## src/rtl/decode_pkg.sv

```systemverilog
// Shared decode definitions for the ID stage: opcodes, control-field layout and opcode decode.
// Define BNE_EN to decode opcode 0x05 as bne.
package decode_pkg;

  localparam logic [5:0] OP_RTYPE = 6'h00;
  localparam logic [5:0] OP_LW    = 6'h23;
  localparam logic [5:0] OP_SW    = 6'h2B;
  localparam logic [5:0] OP_BEQ   = 6'h04;
  localparam logic [5:0] OP_ADDI  = 6'h08;
  localparam logic [5:0] OP_BNE   = 6'h05;

  localparam int WB_W     = 2;
  localparam int M_W      = 3;
  localparam int EX_W     = 4;
  localparam int M_BRANCH = 2;

  // rt_used marks opcodes whose rt is a source; invert turns the equality test into inequality.
  typedef struct packed {
    logic [WB_W-1:0] wb;
    logic [M_W-1:0]  m;
    logic [EX_W-1:0] ex;
    logic            rt_used;
    logic            invert;
  } ctrl_t;

  localparam ctrl_t CTRL_NOP = '{wb: 2'b00, m: 3'b000, ex: 4'b0000, rt_used: 1'b0, invert: 1'b0};

  function automatic ctrl_t decode_op(input logic [5:0] op);
    ctrl_t c;
    c = CTRL_NOP;
    case (op)
      OP_RTYPE: c = '{wb: 2'b01, m: 3'b000, ex: 4'b1100, rt_used: 1'b1, invert: 1'b0};
      OP_LW:    c = '{wb: 2'b11, m: 3'b010, ex: 4'b0001, rt_used: 1'b0, invert: 1'b0};
      OP_SW:    c = '{wb: 2'b00, m: 3'b001, ex: 4'b0001, rt_used: 1'b1, invert: 1'b0};
      OP_BEQ:   c = '{wb: 2'b00, m: 3'b100, ex: 4'b0010, rt_used: 1'b1, invert: 1'b0};
      OP_ADDI:  c = '{wb: 2'b01, m: 3'b000, ex: 4'b0001, rt_used: 1'b0, invert: 1'b0};
`ifdef BNE_EN
      OP_BNE:   c = '{wb: 2'b00, m: 3'b100, ex: 4'b0010, rt_used: 1'b1, invert: 1'b1};
`else
      OP_BNE:   c = CTRL_NOP;
`endif
      default:  c = CTRL_NOP;
    endcase
    return c;
  endfunction

endpackage

```

## src/rtl/decode_stage_pipe_regfile_p.sv

```systemverilog
// Register file: two async read ports, one sync write port, write-through bypass, sync clear.
module regfile_p #(
  parameter int DATA_W  = 32,
  parameter int REG_CNT = 32,
  parameter int ADDR_W  = 5
) (
  input  logic              clock,
  input  logic              reset,
  input  logic              we,
  input  logic [ADDR_W-1:0] waddr,
  input  logic [DATA_W-1:0] wdata,
  input  logic [ADDR_W-1:0] raddr_a,
  input  logic [ADDR_W-1:0] raddr_b,
  output logic [DATA_W-1:0] rdata_a,
  output logic [DATA_W-1:0] rdata_b
);

  logic [DATA_W-1:0] regs_r [REG_CNT];

  // Storage update: clear on reset, register 0 never written.
  always_ff @(posedge clock) begin
    if (reset) begin
      for (int i = 0; i < REG_CNT; i++) begin
        regs_r[i] <= '0;
      end
    end else if (we && (waddr != '0)) begin
      regs_r[waddr] <= wdata;
    end
  end

  // Read port A with same-cycle write bypass.
  always_comb begin
    rdata_a = '0;
    if (raddr_a == '0) begin
      rdata_a = '0;
    end else if (we && (waddr == raddr_a)) begin
      rdata_a = wdata;
    end else begin
      rdata_a = regs_r[raddr_a];
    end
  end

  // Read port B with same-cycle write bypass.
  always_comb begin
    rdata_b = '0;
    if (raddr_b == '0) begin
      rdata_b = '0;
    end else if (we && (waddr == raddr_b)) begin
      rdata_b = wdata;
    end else begin
      rdata_b = regs_r[raddr_b];
    end
  end

endmodule

```

## src/rtl/decode_stage_pipe.sv

```systemverilog
// MIPS ID stage: decode, register read, ID-resolved branches, hazard stall and ID/EX register.
// Optional macro BNE_EN (see decode_pkg) enables bne.
module decode_stage_pipe
  import decode_pkg::*;
#(
  parameter int DATA_W  = 32,
  parameter int REG_CNT = 32,
  parameter int ADDR_W  = 5,
  parameter int PC_W    = 32
) (
  input  logic              clock,
  input  logic              reset,
  input  logic              if_valid,
  input  logic [PC_W-1:0]   if_pc_plus_4,
  input  logic [31:0]       if_inst,
  input  logic              ex_reg_write,
  input  logic              ex_mem_read,
  input  logic [ADDR_W-1:0] ex_dest,
  input  logic              mem_reg_write,
  input  logic              mem_mem_read,
  input  logic [ADDR_W-1:0] mem_dest,
  input  logic [DATA_W-1:0] mem_alu_result,
  input  logic              wb_reg_write,
  input  logic [ADDR_W-1:0] wb_dest,
  input  logic [DATA_W-1:0] wb_data,
  output logic              id_ex_valid,
  output logic [WB_W-1:0]   id_ex_wb,
  output logic [M_W-1:0]    id_ex_m,
  output logic [EX_W-1:0]   id_ex_ex,
  output logic [ADDR_W-1:0] id_ex_rs,
  output logic [ADDR_W-1:0] id_ex_rt,
  output logic [ADDR_W-1:0] id_ex_rd,
  output logic [DATA_W-1:0] id_ex_data_a,
  output logic [DATA_W-1:0] id_ex_data_b,
  output logic [DATA_W-1:0] id_ex_imm,
  output logic [PC_W-1:0]   branch_addr,
  output logic              branch_taken,
  output logic              pc_write,
  output logic              ifid_write,
  output logic              ifid_flush
);

  logic [ADDR_W-1:0] rs_s, rt_s, rd_s;
  logic [15:0]       imm16_s;
  ctrl_t             ctrl_s;
  logic [DATA_W-1:0] rdata_a_s, rdata_b_s, cmp_a_s, cmp_b_s, imm_s;
  logic [PC_W-1:0]   br_off_s;
  logic              is_branch_s, mem_fwd_ok_s, load_use_s, branch_haz_s, stall_s, ops_eq_s;

  assign rs_s    = if_inst[21 +: ADDR_W];
  assign rt_s    = if_inst[16 +: ADDR_W];
  assign rd_s    = if_inst[11 +: ADDR_W];
  assign imm16_s = if_inst[15:0];
  assign ctrl_s  = decode_op(if_inst[31:26]);
  assign imm_s   = {{(DATA_W-16){imm16_s[15]}}, imm16_s};
  assign br_off_s = {{(PC_W-18){imm16_s[15]}}, imm16_s, 2'b00};
  assign is_branch_s = ctrl_s.m[M_BRANCH];

  regfile_p #(.DATA_W(DATA_W), .REG_CNT(REG_CNT), .ADDR_W(ADDR_W)) u_regfile (
    .clock   (clock),
    .reset   (reset),
    .we      (wb_reg_write),
    .waddr   (wb_dest),
    .wdata   (wb_data),
    .raddr_a (rs_s),
    .raddr_b (rt_s),
    .rdata_a (rdata_a_s),
    .rdata_b (rdata_b_s)
  );

  // A loaded value in MEM is not ready yet, so only ALU results forward to the comparator.
  assign mem_fwd_ok_s = mem_reg_write && !mem_mem_read && (mem_dest != '0);
  assign cmp_a_s = (mem_fwd_ok_s && (mem_dest == rs_s)) ? mem_alu_result : rdata_a_s;
  assign cmp_b_s = (mem_fwd_ok_s && (mem_dest == rt_s)) ? mem_alu_result : rdata_b_s;
  assign ops_eq_s = (cmp_a_s == cmp_b_s);

  assign load_use_s = ex_mem_read && (ex_dest != '0) &&
                      ((ex_dest == rs_s) || (ctrl_s.rt_used && (ex_dest == rt_s)));
  assign branch_haz_s = is_branch_s &&
      ((ex_reg_write && (ex_dest != '0) && ((ex_dest == rs_s) || (ex_dest == rt_s))) ||
       (mem_mem_read && (mem_dest != '0) && ((mem_dest == rs_s) || (mem_dest == rt_s))));
  assign stall_s = if_valid && (load_use_s || branch_haz_s);

  assign branch_addr  = if_pc_plus_4 + br_off_s;
  assign branch_taken = if_valid && !stall_s && is_branch_s && (ops_eq_s ^ ctrl_s.invert);
  assign ifid_flush   = branch_taken;
  assign pc_write     = !stall_s;
  assign ifid_write   = !stall_s;

  // ID/EX register: reset wins over stall, stall inserts a zeroed bubble.
  always_ff @(posedge clock) begin
    if (reset || stall_s) begin
      id_ex_valid  <= 1'b0;
      id_ex_wb     <= '0;
      id_ex_m      <= '0;
      id_ex_ex     <= '0;
      id_ex_rs     <= '0;
      id_ex_rt     <= '0;
      id_ex_rd     <= '0;
      id_ex_data_a <= '0;
      id_ex_data_b <= '0;
      id_ex_imm    <= '0;
    end else begin
      id_ex_valid  <= if_valid;
      id_ex_wb     <= if_valid ? ctrl_s.wb : '0;
      id_ex_m      <= if_valid ? ctrl_s.m : '0;
      id_ex_ex     <= if_valid ? ctrl_s.ex : '0;
      id_ex_rs     <= rs_s;
      id_ex_rt     <= rt_s;
      id_ex_rd     <= rd_s;
      id_ex_data_a <= rdata_a_s;
      id_ex_data_b <= rdata_b_s;
      id_ex_imm    <= imm_s;
    end
  end

endmodule

```

## config.mk

```make
export PLATFORM = sky130hd
export DESIGN_NAME = decode_stage_pipe
export DESIGN_NICKNAME = d
export VERILOG_FILES = /design/src/rtl/decode_pkg.sv /design/src/rtl/decode_stage_pipe_regfile_p.sv /design/src/rtl/decode_stage_pipe.sv
export SDC_FILE = /design/constraint.sdc
export NUM_CORES = 2
export LEC_CHECK = 0
export BUFFER_PORTS_ARGS = -buffer_cell sky130_fd_sc_hd__clkbuf_2
export CAP_MARGIN = 40
export CORE_ASPECT_RATIO = 0.7
export CORE_MARGIN = 8
export CORE_UTILIZATION = 40
export DETAILED_ROUTE_END_ITERATION = 8
export GPL_TIMING_DRIVEN = 0
export SYNTH_ARGS = -nofsm -noshare
export SYNTH_HDL_FRONTEND = slang
export SYNTH_SLANG_ARGS = --single-unit
```

## constraint.sdc

```tcl
create_clock -name clock -period 9.9 [get_ports clock]
set_input_delay 1.485 -clock clock [delete_from_list [all_inputs] [get_ports clock]]
set_output_delay 1.485 -clock clock [all_outputs]
set_load 0.005 [all_outputs]
```

==> reports/results.ini <==
[clocking]
cts_setup_buffers = 0
clk_root_buffer_cell = clkbuf_16
insertion_delay_ps = 810
clkTransAtPathRegs_ps = 60
numClockSinks = 1121
cts_tree = built
htree_levels = 3
ctsLongestPathBuffers = 3
cts_buffers = 117

[sta]
timing.slew.headroom = 0.0378
setup_viol = 2
skew_ps = 53.8
setup_tns_ps = -409
fin_crit_ps = 10150
clock.fmax_mhz = 98.6
hold_viol = 0
tightest_slew_ps = 1440
hold_slack_ps = 933
period_share = 1.02
layout_setup_ws_ps = -247
rsz0062_at_grt = false
drv_slew = 0

[worst_setup_path]
r2r-start = u_regfile.regs_r[23][3]
slowest_delay_ps = 840
crit_arrival_ps = 8660
end_kind = output pin
cp_slowest_cell = a221oi_1
worstSetupPathType = in2out
ff2ff_setup_slack_ps = 6650
reg2reg_depth = 5
startpoint = if_inst[22]
worstPathRequired_ps = 8420
worstSetupStartpointType = input port
reg2reg_to = id_ex_data_a[3]
crit_chain = buf_2, buf_2, clkbuf_4, buf_2, clkbuf_4, buf_2, buf_2, mux4_2, a221oi_1, buf_4, o31ai_1, nand2_1, a221oi_1, o22ai_1, a31oi_1, a2111oi_2, buf_4, clkbuf_2
crit_top_cell = buf_2
path_max_fanout = 10

[min_path]
hold_path_depth = 2
hp-class = in2reg
min_from = if_inst[12]
min_to = id_ex_rd[1]

[synth]
synth.distinct_cells = 79
synth_seq_cells = 1121
post_synth.cell_area_avg_sq_um = 13.6
synth_top_area_cell = edfxtp_1
synth-main-ff-cell = edfxtp_1
ys_seq_area_frac = 0.534
synthCells = 4503
synth_area_sq_um = 61300
synthArstFlopShare = 0
synth_edf_count = 1024
netlist_top_cells_area = edfxtp_1 (50%), mux4_2 (15%), and2_1 (10%)
netlist.area_leader.share = 0.502
ys_warn_count = 0

[floorplanning]
die_y_microns = 343
die_w_microns = 484
initial_core_util = 0.402
core_area_sq_um = 153000
die_area_sq_um = 166000
ios = 308
fp-row-count = 120

[drt]
dr.pass1.iters = 9
drtIter0Drc = 12000
avgRoutedWirePerCell_microns = 45.0
finalWirelength_microns = 328000
routed_via_density = 7.11
ant_nets = 0
drcViolationCount = 4
num_vias = 51800

[grt]
grt_first_pass_wirelength_microns = 421000
grt_pass1_vias = 45700
track_usage = 0.376
antenna_found_initial = 46
grt_max_degree = 33
grt-ovfl-total = 0

[place]
placed_area_sq_um = 68100
hpwl_microns = 243000
numPortBuffers = 293
finalWeightedCongestion = 1.06
dp_cells = 7033

[cells_and_area]
drive_gt1_frac = 0.256
stdcell_count = 7297
final_nets = 5330
seq_area_sq_um = 32700
final_area_sq_um = 72100
syn_to_final_growth_pct = 17.8
multiInputGateArea_sq_um = 26400
fillCellCount = 13500

[flow_run]
maxCapViolations = 0

[status]
run_status = complete, but fails checks
violations = DRC, setup timing

[power]
power_density_nw_per_um2 = 172
ir_drop_v = 0.000147
leakage_nw = 26.1
power_mw = 12.4

==> cell families after synthesis <==
group                    share of synthesized area
multiplexers                                 0.196
AO/OA/AOI/OAI                               0.0700
flip-flops                                   0.534
other                                    0.0000612
AND/OR/NAND/NOR                              0.142
adder cells (fa/ha/maj)                    0.00625
XOR/XNOR                                    0.0124
buffers and inverters                       0.0391
==> flip-flops by register name, summed over array words and instances (netlist names) <==
register	count
id_ex_m	2
u_regfile.regs_r	1024
id_ex_rs	5
id_ex_rd	5
id_ex_valid	1
id_ex_data_b	32
id_ex_wb	1
id_ex_data_a	32
id_ex_ex	3
id_ex_imm	11
id_ex_rt	5
==> synthesized netlist by cell type (76+ instances only) <==
master and n:
buf_4 76, mux2i_1 220, o221ai_1 86, a22oi_1 84, a21oi_1 127, clkbuf_1 315
dfxtp_1 97, and2_1 997, nor2_1 161, nand2_1 113, mux4_2 407, edfxtp_1 1024
==> final cells by class <==
cell class                 instances  share of cell area
timing repair buffer             496              0.0592
sequential                      1121               0.453
inverter                          25             0.00130
buffer                           475              0.0323
multi-input combinational       2913               0.365
antenna                           39             0.00135
tap                             2013              0.0349
clock buffer                     155              0.0449
clock inverter                    60             0.00756
==> power breakdown <==
group	internal (mW)	switching [mW]
sequential	5.43	0.144
combinational	0.763	1.49
clock	2.52	2.07
==> worst max-delay path by stage <==
stage,slack [ps],endpoint
6_report,-250,ifid_flush
4_1_cts,20,ifid_flush
3_3_place_gp,-1220,ifid_flush
2_1_floorplan,3270,ifid_flush
5_1_grt,60,ifid_flush
3_5_place_dp,40,ifid_flush
==> worst max-delay path, delay by kind of cell <==
family | cells | cell delay [ps]
multiplexers | 1 | 460
buffers and inverters | 10 | 4560
AO/OA/AOI/OAI | 6 | 1850
AND/OR/NAND/NOR | 1 | 190
==> what timing repair did <==
item	in CTS	in global routing
hold buffers	0	0
resized for setup	0	9
setup endpoints to repair	0	2
==> metrics by stage <==
step,util,setup slack (ps)
after floorplan,-,3270
after global placement,0.428,-1220
after detailed placement,0.446,44.2
after CTS,0.471,24.2
after global routing,0.473,58.7
final,0.473,-247
==> cells in the final DEF (no fill, tap or decap), types with 86 or more instances in the layout <==
cell,Yosys,routed
o221ai_1,86,86
and2_1,997,997
nand2_1,113,113
dfxtp_1,97,97
nor2_1,161,159
mux4_2,407,407
clkbuf_2,0,306
clkbuf_16,0,124
buf_6,19,87
clkbuf_1,315,331
mux2i_1,220,220
edfxtp_1,1024,1024
a21oi_1,127,125
buf_4,76,89
==> per-layer routing <==
metal  wire length, microns  vias up  track usage
met1                 116000    25900        0.470
li1                       -    18500            -
met3                  72400     1244        0.291
met4                  20600       70        0.171
met5                   2060        -       0.0779
met2                 117000     6129        0.461
No activity file was read; power rests on OpenSTA's default activity.
